File: config.mk
export PLATFORM = sky130hd
export DESIGN_NAME = lock_controller
export DESIGN_NICKNAME = d
export VERILOG_FILES = /design/src/rtl/lock_controller.sv
export SDC_FILE = /design/constraint.sdc
export NUM_CORES = 1
export LEC_CHECK = 0
export ABC_AREA = 1
export CORE_MARGIN = 2
export CORE_UTILIZATION = 35
export DETAILED_ROUTE_END_ITERATION = 10
export GPL_ROUTABILITY_DRIVEN = 1
export PLACE_DENSITY_LB_ADDON = 0.1
export SKIP_LAST_GASP = 1
export SLEW_MARGIN = 20
export SYNTH_ARGS = -nofsm -noshare
export SYNTH_HDL_FRONTEND = slang
export SYNTH_SLANG_ARGS = --single-unit
File: constraint.sdc
create_clock -name clk -period 3.6 [get_ports clk]
set_input_delay 1.08 -clock clk [delete_from_list [all_inputs] [get_ports clk]]
set_output_delay 1.08 -clock clk [all_outputs]
set_load 0.05 [all_outputs]
File: src/rtl/lock_controller.sv
// lock_controller: keypad sequencing for the digital lock.
// Collects four digits, compares them with the stored combination and runs the
// open / error / lockout dwell periods. The display word and status flags are
// registered copies of what the next state will show.
module lock_controller #(
  parameter logic [15:0] DEFAULT_CODE   = 16'h1234,
  parameter int unsigned OPEN_CYCLES    = 250_000_000,
  parameter int unsigned ERR_CYCLES     = 100_000_000,
  parameter int unsigned LOCKOUT_CYCLES = 1_000_000_000,
  parameter int unsigned MAX_FAILS      = 3,
  parameter logic [4:0]  DASH_CODE      = 5'd16,
  parameter logic [4:0]  ERR_CODE       = 5'd14,
  parameter logic [4:0]  BLANK_CODE     = 5'd31
) (
  input  logic        clk,
  input  logic        rst,
  input  logic        digit_valid,
  input  logic [3:0]  digit_in,
  input  logic        enter,
  input  logic        clear,
  input  logic        set_mode,
  output logic [19:0] big_bin,
  output logic        unlocked,
  output logic        locked_out,
  output logic [1:0]  fail_count
);

  localparam int unsigned TIMER_W = 30;
  localparam int unsigned SLOTS   = 4;

  localparam logic [2:0] S_IDLE    = 3'd0;
  localparam logic [2:0] S_ENTRY   = 3'd1;
  localparam logic [2:0] S_CHECK   = 3'd2;
  localparam logic [2:0] S_OPEN    = 3'd3;
  localparam logic [2:0] S_PROGRAM = 3'd4;
  localparam logic [2:0] S_ERROR   = 3'd5;
  localparam logic [2:0] S_LOCKOUT = 3'd6;

  logic [2:0]         state, state_n;
  logic [15:0]        entry_buf, entry_buf_n;
  logic [2:0]         cnt, cnt_n;
  logic [15:0]        code_reg, code_reg_n;
  logic [1:0]         fail_n;
  logic [TIMER_W-1:0] timer, timer_n;
  logic [19:0]        big_bin_n;
  logic [4:0]         slot;
  logic               digit_ok;
  logic               timer_done;

  // A digit is usable only if it is decimal and a slot is still free.
  assign digit_ok   = digit_valid && (digit_in <= 4'd9) && (cnt != 3'd4);
  assign timer_done = (timer == TIMER_W'(0));

  // State, buffer, code, timer and all registered outputs.
  always_ff @(posedge clk) begin
    if (!rst) begin
      state      <= S_IDLE;
      entry_buf  <= 16'h0000;
      cnt        <= 3'd0;
      code_reg   <= DEFAULT_CODE;
      fail_count <= 2'd0;
      timer      <= TIMER_W'(0);
      big_bin    <= {SLOTS{DASH_CODE}};
      unlocked   <= 1'b0;
      locked_out <= 1'b0;
    end else begin
      state      <= state_n;
      entry_buf  <= entry_buf_n;
      cnt        <= cnt_n;
      code_reg   <= code_reg_n;
      fail_count <= fail_n;
      timer      <= timer_n;
      big_bin    <= big_bin_n;
      unlocked   <= (state_n == S_OPEN) || (state_n == S_PROGRAM);
      locked_out <= (state_n == S_LOCKOUT);
    end
  end

  // Next-state, buffer handling (clear > enter > digit) and next display word.
  always_comb begin
    state_n     = state;
    entry_buf_n = entry_buf;
    cnt_n       = cnt;
    code_reg_n  = code_reg;
    fail_n      = fail_count;
    timer_n     = timer;
    big_bin_n   = {SLOTS{DASH_CODE}};
    slot        = DASH_CODE;

    case (state)
      S_IDLE: begin
        if (!clear && !enter && digit_ok) begin
          entry_buf_n = {entry_buf[11:0], digit_in};
          cnt_n       = cnt + 3'd1;
          state_n     = S_ENTRY;
        end
      end
      S_ENTRY: begin
        if (clear) begin
          entry_buf_n = 16'h0000;
          cnt_n       = 3'd0;
          state_n     = S_IDLE;
        end else if (enter) begin
          if (cnt == 3'd4) state_n = S_CHECK;
        end else if (digit_ok) begin
          entry_buf_n = {entry_buf[11:0], digit_in};
          cnt_n       = cnt + 3'd1;
        end
      end
      S_CHECK: begin
        if (entry_buf == code_reg) begin
          fail_n  = 2'd0;
          timer_n = TIMER_W'(OPEN_CYCLES - 1);
          state_n = S_OPEN;
        end else if ((32'(fail_count) + 32'd1) == MAX_FAILS) begin
          fail_n  = 2'd0;
          timer_n = TIMER_W'(LOCKOUT_CYCLES - 1);
          state_n = S_LOCKOUT;
        end else begin
          fail_n  = fail_count + 2'd1;
          timer_n = TIMER_W'(ERR_CYCLES - 1);
          state_n = S_ERROR;
        end
      end
      S_OPEN: begin
        if (timer_done) begin
          entry_buf_n = 16'h0000;
          cnt_n       = 3'd0;
          state_n     = S_IDLE;
        end else if (set_mode) begin
          entry_buf_n = 16'h0000;
          cnt_n       = 3'd0;
          timer_n     = TIMER_W'(0);
          state_n     = S_PROGRAM;
        end else begin
          timer_n = timer - TIMER_W'(1);
        end
      end
      S_PROGRAM: begin
        if (clear) begin
          entry_buf_n = 16'h0000;
          cnt_n       = 3'd0;
        end else if (enter) begin
          if (cnt == 3'd4) begin
            code_reg_n  = entry_buf;
            entry_buf_n = 16'h0000;
            cnt_n       = 3'd0;
            state_n     = S_IDLE;
          end
        end else if (digit_ok) begin
          entry_buf_n = {entry_buf[11:0], digit_in};
          cnt_n       = cnt + 3'd1;
        end
      end
      S_ERROR, S_LOCKOUT: begin
        if (timer_done) begin
          entry_buf_n = 16'h0000;
          cnt_n       = 3'd0;
          state_n     = S_IDLE;
        end else begin
          timer_n = timer - TIMER_W'(1);
        end
      end
      default: begin
        entry_buf_n = 16'h0000;
        cnt_n       = 3'd0;
        timer_n     = TIMER_W'(0);
        state_n     = S_IDLE;
      end
    endcase

    // Slot 0 is the rightmost field and holds the most recent digit.
    for (int i = 0; i < int'(SLOTS); i++) begin
      if (state_n == S_ERROR)             slot = ERR_CODE;
      else if (state_n == S_LOCKOUT)      slot = BLANK_CODE;
      else if (3'(i) < cnt_n)             slot = {1'b0, entry_buf_n[4*i +: 4]};
      else if (state_n == S_PROGRAM)      slot = BLANK_CODE;
      else                                slot = DASH_CODE;
      big_bin_n[5*i +: 5] = slot;
    end
  end

endmodule
# Word-level counts from Yosys, hierarchy flattened
# Cells that the tools add are included.
# word_totals
regBits	92
inputBits	10
output_inout_bits	24
elab_cells	108
# op_classes
addsub	4
order_cmp	5
n_eq_ne	16
n_mux	56
bitwise_logic	3
reduce_logical	14
# ops
operator	count
$mux W16	10
$mux W30	5
$pmux W30 S4	1
$pmux W16 S6	1
$mux W3	21
$mux W5	12
$pmux W3 S6	2
$logic_not A30 Y1	1
$sub A30 B1 Y30 const B	1
$eq A3 B3 Y1 const B	7
$eq A16 B16 Y1	1
$eq A3 B2 Y1 const B	4
$lt A1 B3 Y1 const A	2
$lt A2 B3 Y1 const A	2
$mux W2	3
$le A4 B4 Y1 const B	1
$logic_and A1 B1 Y1	4
$mux W4	1
$ne A2 B2 Y1 const B	2
$reduce_and A4 Y1	1
$reduce_or A2 Y1	2
$add A2 B1 Y3 const B	1
$add A3 B1 Y3 const B	1
$eq A3 B1 Y1 const B	1
8 further kinds	11

# Longest topological paths before layout
# Gate-level depths: netlist (run 1).
# depth
word_depth	11
ltp_mapped	19
ltp_nobuf	18

# Least setup slack after synthesis (run 1)
# OpenSTA, ideal clock, no wires.
# synth_path
path_kind	input -> register
start	in enter
end	reg big_bin[11]
setup_ns	0.113
t_arrival_ns	2.325
required_ns	3.487
path_slack_ns	1.162
cell_stages	16
path_buffers	0
cell_sequence	inv_1 > nor2_1 > inv_1 > nand3_2 > nand3b_1 > nand2_1 > nor2_2 > inv_2 > nand2_2 > nand2_1 > nand2_2 > inv_2 > nand2_2 > nand2_1 > nand2_2 > nand2_1
# synth_between
elab_chain_len	10
word_cells_on_any_way	29
classes_between	order compare: 1; eq/ne: 3; mux: 22; reduce/logical: 3
# synth_lines
element	line_no	text
from (decl)	19	input logic enter,
branches (longest 9 deep; another with $lt A2 B3 Y1)	--	
$mux W5 (*)	174	if (state_n == S_ERROR) slot = ERR_CODE;
to (signal assigned)	63	big_bin <= {SLOTS{DASH_CODE}};
to (signal assigned)	73	big_bin <= big_bin_n;
to (decl)	22	output logic [19:0] big_bin,
# Every way passes the cells marked *.
# A chain may end at the register's enable or synchronous reset.

# Final worst setup path (run 1)
# layout_path
start	in enter
end	reg big_bin[0]
# layout_between
elab_chain_len	9
word_cells_on_any_way	29
classes_between	order compare: 1; eq/ne: 3; mux: 21; reduce/logical: 4
# layout_lines
element
branches (longest 9 deep; another with $lt A1 B3 Y1)
# Parallel ways; which one is timed is not known.

==> impl_metrics.yaml, run 1 <==
outcome:
  status: "complete, no violations"
sta:
  drv_slew: 0
  finalSetupViolations: 0
  fin_crit_sh_pct: 81.1
  relSlewSlack_pct: 33.5
  rsz0062_at_grt: "no"
  hold_violations: 0
  worst_pin_slew_ps: 997
  finalClockSkew_ps: 7.02
  finalSetupTns_ps: 0
  fmax_mhz: 342
  period_minus_slack_ps: 2920
setup_path:
  arrival_ps: 3220
  required_ps: 3900
  reg2regPathDepth: 10
  r2r_start: "timer[0]"
  cp_max_fo: 11
  start_kind: "primary input"
  ff2ff_setup_slack_ps: 1210
  worst_setup_path_end_kind: "flip-flop"
  crit_type: "in2reg"
  rr_endpoint: "timer[6]"
  startpoint: "enter"
  crit_path_end: "big_bin[0]"
power:
  seqPwrFrac_pct: 47.6
  irDropWorstVdd_mv: 0.193
  total_power_uw: 2160
  switching_share_pct: 24.3
  p_comb_share_pct: 7.2
  clkPwrFrac_pct: 45.2
  power_density_nw_per_um2: 366
  p_leak_uw: 0.00271
  intPower_uw: 1640
  switchingPower_uw: 525
worst_hold_path:
  hp-class: "reg2reg"
  holdPathStages: 2
grt:
  grt-ovfl-total: 0
  track_usage_pct: 17.6
  antenna_found_initial: 0
  grt_pass1_vias: 4478
  grt_max_degree: 39
  grt_pass1_wl_mm: 22.1
synth:
  synth_edf_count: 0
  syn-num-nets: 763
  synth-seq-area-share_pct: 35.9
  ys.flop_type: "dfxtp_1"
  synth_cell_type_count: 43
  yosysTopAreaCell: "dfxtp_1"
  async_flop_share_pct: 0
  synth_seq_cells: 92
  yosys_warnings: 0
  syn_area_um2: 5130
  postSynthAreaPerCell_um2: 6.83
  netlist_top_cells_area: "dfxtp_1, nand2_1, inv_1, o21ai_0, nor2_1"
  synth_top_area_share_pct: 35.9
  netlist_top_cells_count: "nand2_1, dfxtp_1, inv_1, nor2_1, o21ai_0"
  yosysMostFrequentCell: "nand2_1"
  synthCells: 750
finish:
  syn2layout_area_growth_pct: 15.4
  layout-drive-gt1-share_pct: 12.5
  n_antenna_cell: 0
  regArea_um2: 1840
  top_register: "timer"
  multi_input_area_um2: 2810
  nets: 791
  stdcell_area_um2: 5920
  largest_reg_flops: 30
  finalNonFillerCells: 966
  largestRegisters: "timer (30), big_bin (20)"
  nFillCells: 1568
clock_network:
  cts_buffers: 9
  cts_tree: "yes"
  clk_pin_slew_ps: 70
  cts_root_buffer: "clkbuf_16"
  cts_resized: 0
  htreeDepth: 3
  clock_latency_ps: 350
  cts_setup_buffers: 0
  cts_sinks: 92
  hold_buffers: 0
  clockBufferDepth: 2
floorplanning:
  rows: 44
  dieArea_um2: 15600
  initial_core_util_pct: 35.5
  die_w_um: 125
  fp.dieH_um: 125
  coreArea_um2: 14400
  io_pins: 34
drt:
  firstDrtPassIters: 4
  dr_total_vias: 4608
  routed-wl-met3_um: 351
  drc: 0
  viasPerCell: 4.77
  topRoutingLayerUsed: "met4"
  wl_met1_mm: 5.89
  drt_iter0_drc: 233
  ant_nets: 0
  post_drt_wl_per_cell_um: 13.8
  routed_wl_mm: 13.3
  wl_met2_mm: 6.75
place:
  post-dp-hpwl_mm: 9.95
  dp.cells: 951
  port_buffers: 33
  dpl-instance-area_um2: 5620
  gp_congestion: 0.832
job:
  maxCapViolations: 0
## power by group through the flow
stage / combinational [uW] / clock, uW / sequential (uW)
floorplan: 107 / 0 / 1060
global placement: 156 / 0 / 1050
global route: 173 / 1040 / 1030
detailed placement: 156 / 0 / 1050
CTS: 157 / 1010 / 1030
finish: 155 / 978 / 1030
## logic make-up after synthesis
kind of cell               after synthesis  share of synthesized area [%]
AOI/OAI and AO/OA                      127                           15.2
xor gates and xnor gates                25                           4.27
adders and majority gates                3                          0.732
buffers and inverters                  116                           9.27
DFF                                     92                           35.9
and+or+nand+nor                        387                           34.6
## worst max-delay path, stage by stage
cell and delay [ps]:
clkdlybuf4s50_1 440, inv_1 210, nor2_1 100, inv_1 110
nand3_2 110, nand3b_1 130, nand2_2 120, inv_1 370
nand2_1 100, o21ai_0 170, nand2_1 100, nand3_1 100
nand2_1 50, inv_1 40
## placed cells by master (no fill, tap or decap), drive strengths merged
| cell | instances |
|---|---|
| a2111oi | 1 |
| xnor2 | 6 |
| dfxtp | 92 |
| a2bb2oi | 6 |
| nand4 | 7 |
| nor3 | 7 |
| o21ai | 58 |
| nand3 | 39 |
| inv | 93 |
| nand3b | 1 |
| o22ai | 5 |
| clkbuf | 11 |
| and2 | 8 |
| a21o | 1 |
| bufinv | 1 |
| xor2 | 19 |
| nor2 | 86 |
| clkdlybuf4s50 | 33 |
| clkinv | 2 |
| or2 | 1 |
| ha | 3 |
| buf | 8 |
| nor4 | 1 |
| nand2 | 237 |
| o211ai | 5 |
| o21bai | 1 |
| a21oi | 50 |
## metal layers
| metal | GRT usage (%) | up-vias |
|---|---|---|
| li1 | - | 2423 |
| met1 | 20.3 | 2106 |
| met4 | 7.45 | 0 |
| met2 | 31.9 | 56 |
| met3 | 3.08 | 23 |
| met5 | 0 | - |
## metrics by stage
stage	util, %	setup slack, ps	hold slack [ps]
3_3_place_gp	38.9	273	454
5_1_grt	41.0	446	483
3_5_place_dp	38.9	345	461
4_1_cts	41.0	701	470
2_1_floorplan	-	1160	444
6_report	41.0	680	469
## worst min path at each step
stage                     slack (ps)     start       end
after floorplan                  440  timer[1]  timer[1]
after detailed placement         460  timer[1]  timer[1]
after CTS                        470  timer[1]  timer[1]
after global placement           450  timer[1]  timer[1]
after global routing             480  timer[1]  timer[1]
final                            470  timer[1]  timer[1]
## layout make-up
class,count,share of cell area [%]
multi-input cells,542,47.5
clock inverters,4,0.952
flip-flops and latches,92,31.1
well taps,184,3.89
inverters,92,5.84
clock buffers,11,4.10
repair buffers,41,6.60
No activity file was read; power rests on OpenSTA's default activity.
==> run 2, diff against run 1 <==
- clock period: 3.6 -> 2.4 ns (I/O delays scaled with it)
==> run 2 against run 1 <==
- largest power group unchanged
- core utilization up 2.6 points
- wire length up 2.7%
- via count up 4.2%
- first-iteration DRC count down 12%
- critical endpoint is now fail_count[0]
==> impl_metrics.yaml, run 2 (synthesized netlist as in run 1, its figures left out) <==
setup_path:
  required_ps: 1680
  r2r_start: "entry_buf[5]"
  max_stage_delay_ps: 840
  arrival_ps: 1610
  ff2ff_setup_slack_ps: 210
  cp.buffers_inverters: 1
  start_kind: "flip-flop"
  cp_max_fo: 6
  worst_setup_path_end_kind: "primary output"
  worstPathCellList: "clkdlybuf4s50_1"
  startpoint: "fail_count[0]"
  cp_slowest_cell: "clkdlybuf4s50_1"
  cp_top_family: "buffers and inverters"
  crit_type: "reg2out"
power:
  p_leak_uw: 0.00295
  total_power_uw: 3240
  power_density_nw_per_um2: 515
  irDropWorstVdd_mv: 0.307
floorplanning:
  io_pins: 34
  fp.dieH_um: 125
  dieArea_um2: 15600
  die_w_um: 125
  coreArea_um2: 14400
  initial_core_util_pct: 35.5
  rows: 44
clock_network:
  htreeDepth: 3
  hold_buffers: 0
  cts_buffers: 9
  cts_sinks: 92
  clk_pin_slew_ps: 70
  cts_root_buffer: "clkbuf_16"
  clock_latency_ps: 350
  cts_tree: "yes"
  clockBufferDepth: 2
sta:
  fin_crit_sh_pct: 96.9
  finalSetupTns_ps: 0
  relSlewSlack_pct: 66.1
  rsz0062_at_grt: "yes"
  finalSetupViolations: 0
  period_minus_slack_ps: 2330
  holdWs_ps: 467
  hold_violations: 0
  fmax_mhz: 430
  worst_pin_slew_ps: 507
  finalClockSkew_ps: 7.02
  drv_slew: 0
grt:
  grt-ovfl-total: 0
  antenna_found_initial: 0
  grt_pass1_wl_mm: 22.6
  grt_max_degree: 34
  track_usage_pct: 17.7
  grt_pass1_vias: 4655
outcome:
  status: "complete, no violations"
finish:
  largestRegisters: "timer (30), big_bin (20)"
  n_antenna_cell: 0
  layout_common_cells: "nand2_1, dfxtp_1, inv_1"
  nFillCells: 1494
  nets: 832
  syn2layout_area_growth_pct: 22.6
  largest_reg_flops: 30
  top_register: "timer"
  layout-drive-gt1-share_pct: 18.4
  final_common_cell: "nand2_1"
drt:
  drc: 0
  ant_nets: 0
  drt_iter0_drc: 205
  viasPerCell: 4.76
  routed_wl_mm: 13.7
  firstDrtPassIters: 4
  post_drt_wl_per_cell_um: 13.6
  dr_total_vias: 4801
place:
  gp_congestion: 0.958
  port_buffers: 33
  post-dp-hpwl_mm: 10.3
worst_hold_path:
  hp-class: "reg2reg"
  hold_start: "timer[29]"
job:
  maxCapViolations: 0
[run 2: cell count changes in the layout (fill, tap and decap cells not counted), sizes merged]
cell and change:
clkdlybuf4s50 -3, buf +41, clkbuf -2, inv +2, bufinv -1, dlymetal6s2s +3
clkinv +2
[run 2: power by group]
part	total [uW]	switching (uW)	internal, uW
clock network	1420	682	734
logic	280	166	113
registers	1540	6.25	1530
[run 2: final cells by class]
cell class                 instances  area [um^2]  share of cell area, %
clock buffer                       9          225                   3.58
multi-input combinational        542         2850                   45.3
inverter                          92          345                   5.50
tap                              184          230                   3.66
clock inverter                     7         70.1                   1.12
timing repair buffer              82          722                   11.5
sequential                        92         1840                   29.3
[run 2: final timing paths]
kind,to,cells after the start
max reg2reg,timer[8],14
min reg2reg,timer[29],2
min,timer[29],2
max,fail_count[0],1
[run 2: stage by stage]
step           util, %  instances  setup slack [ps]  cell area (um^2)
3_3_place_gp      41.1        990              -458              5920
5_1_grt           43.6       1008             -15.7              6280
3_5_place_dp      41.1        990              -477              5920
2_1_floorplan        -        750               322              5130
6_report          43.6       1008              75.0              6280
4_1_cts           43.2       1007              2.64              6220
[run 2: repair_timing]
item                       in CTS  in global routing
pin swaps                       1                  4
gates resized for setup         1                 19
setup buffers                   1                  1
setup endpoints to repair       1                 22
[run 2: tightest hold or removal path, delay by kind of cell (launching register included)]
kind	cells	cell delay, ps
AND/OR/NAND/NOR	1	60
flip-flops	1	310
AO/OA/AOI/OAI	1	50
[run 2: per-layer routing]
layer / global-route usage [%] / vias up / part of all wire (%)
li1: - / 2512 / -
met1: 20.7 / 2203 / 44
met2: 32.5 / 65 / 51
met3: 2.44 / 21 / 2.6
met4: 6.93 / 0 / 2.4
met5: 0 / - / 0
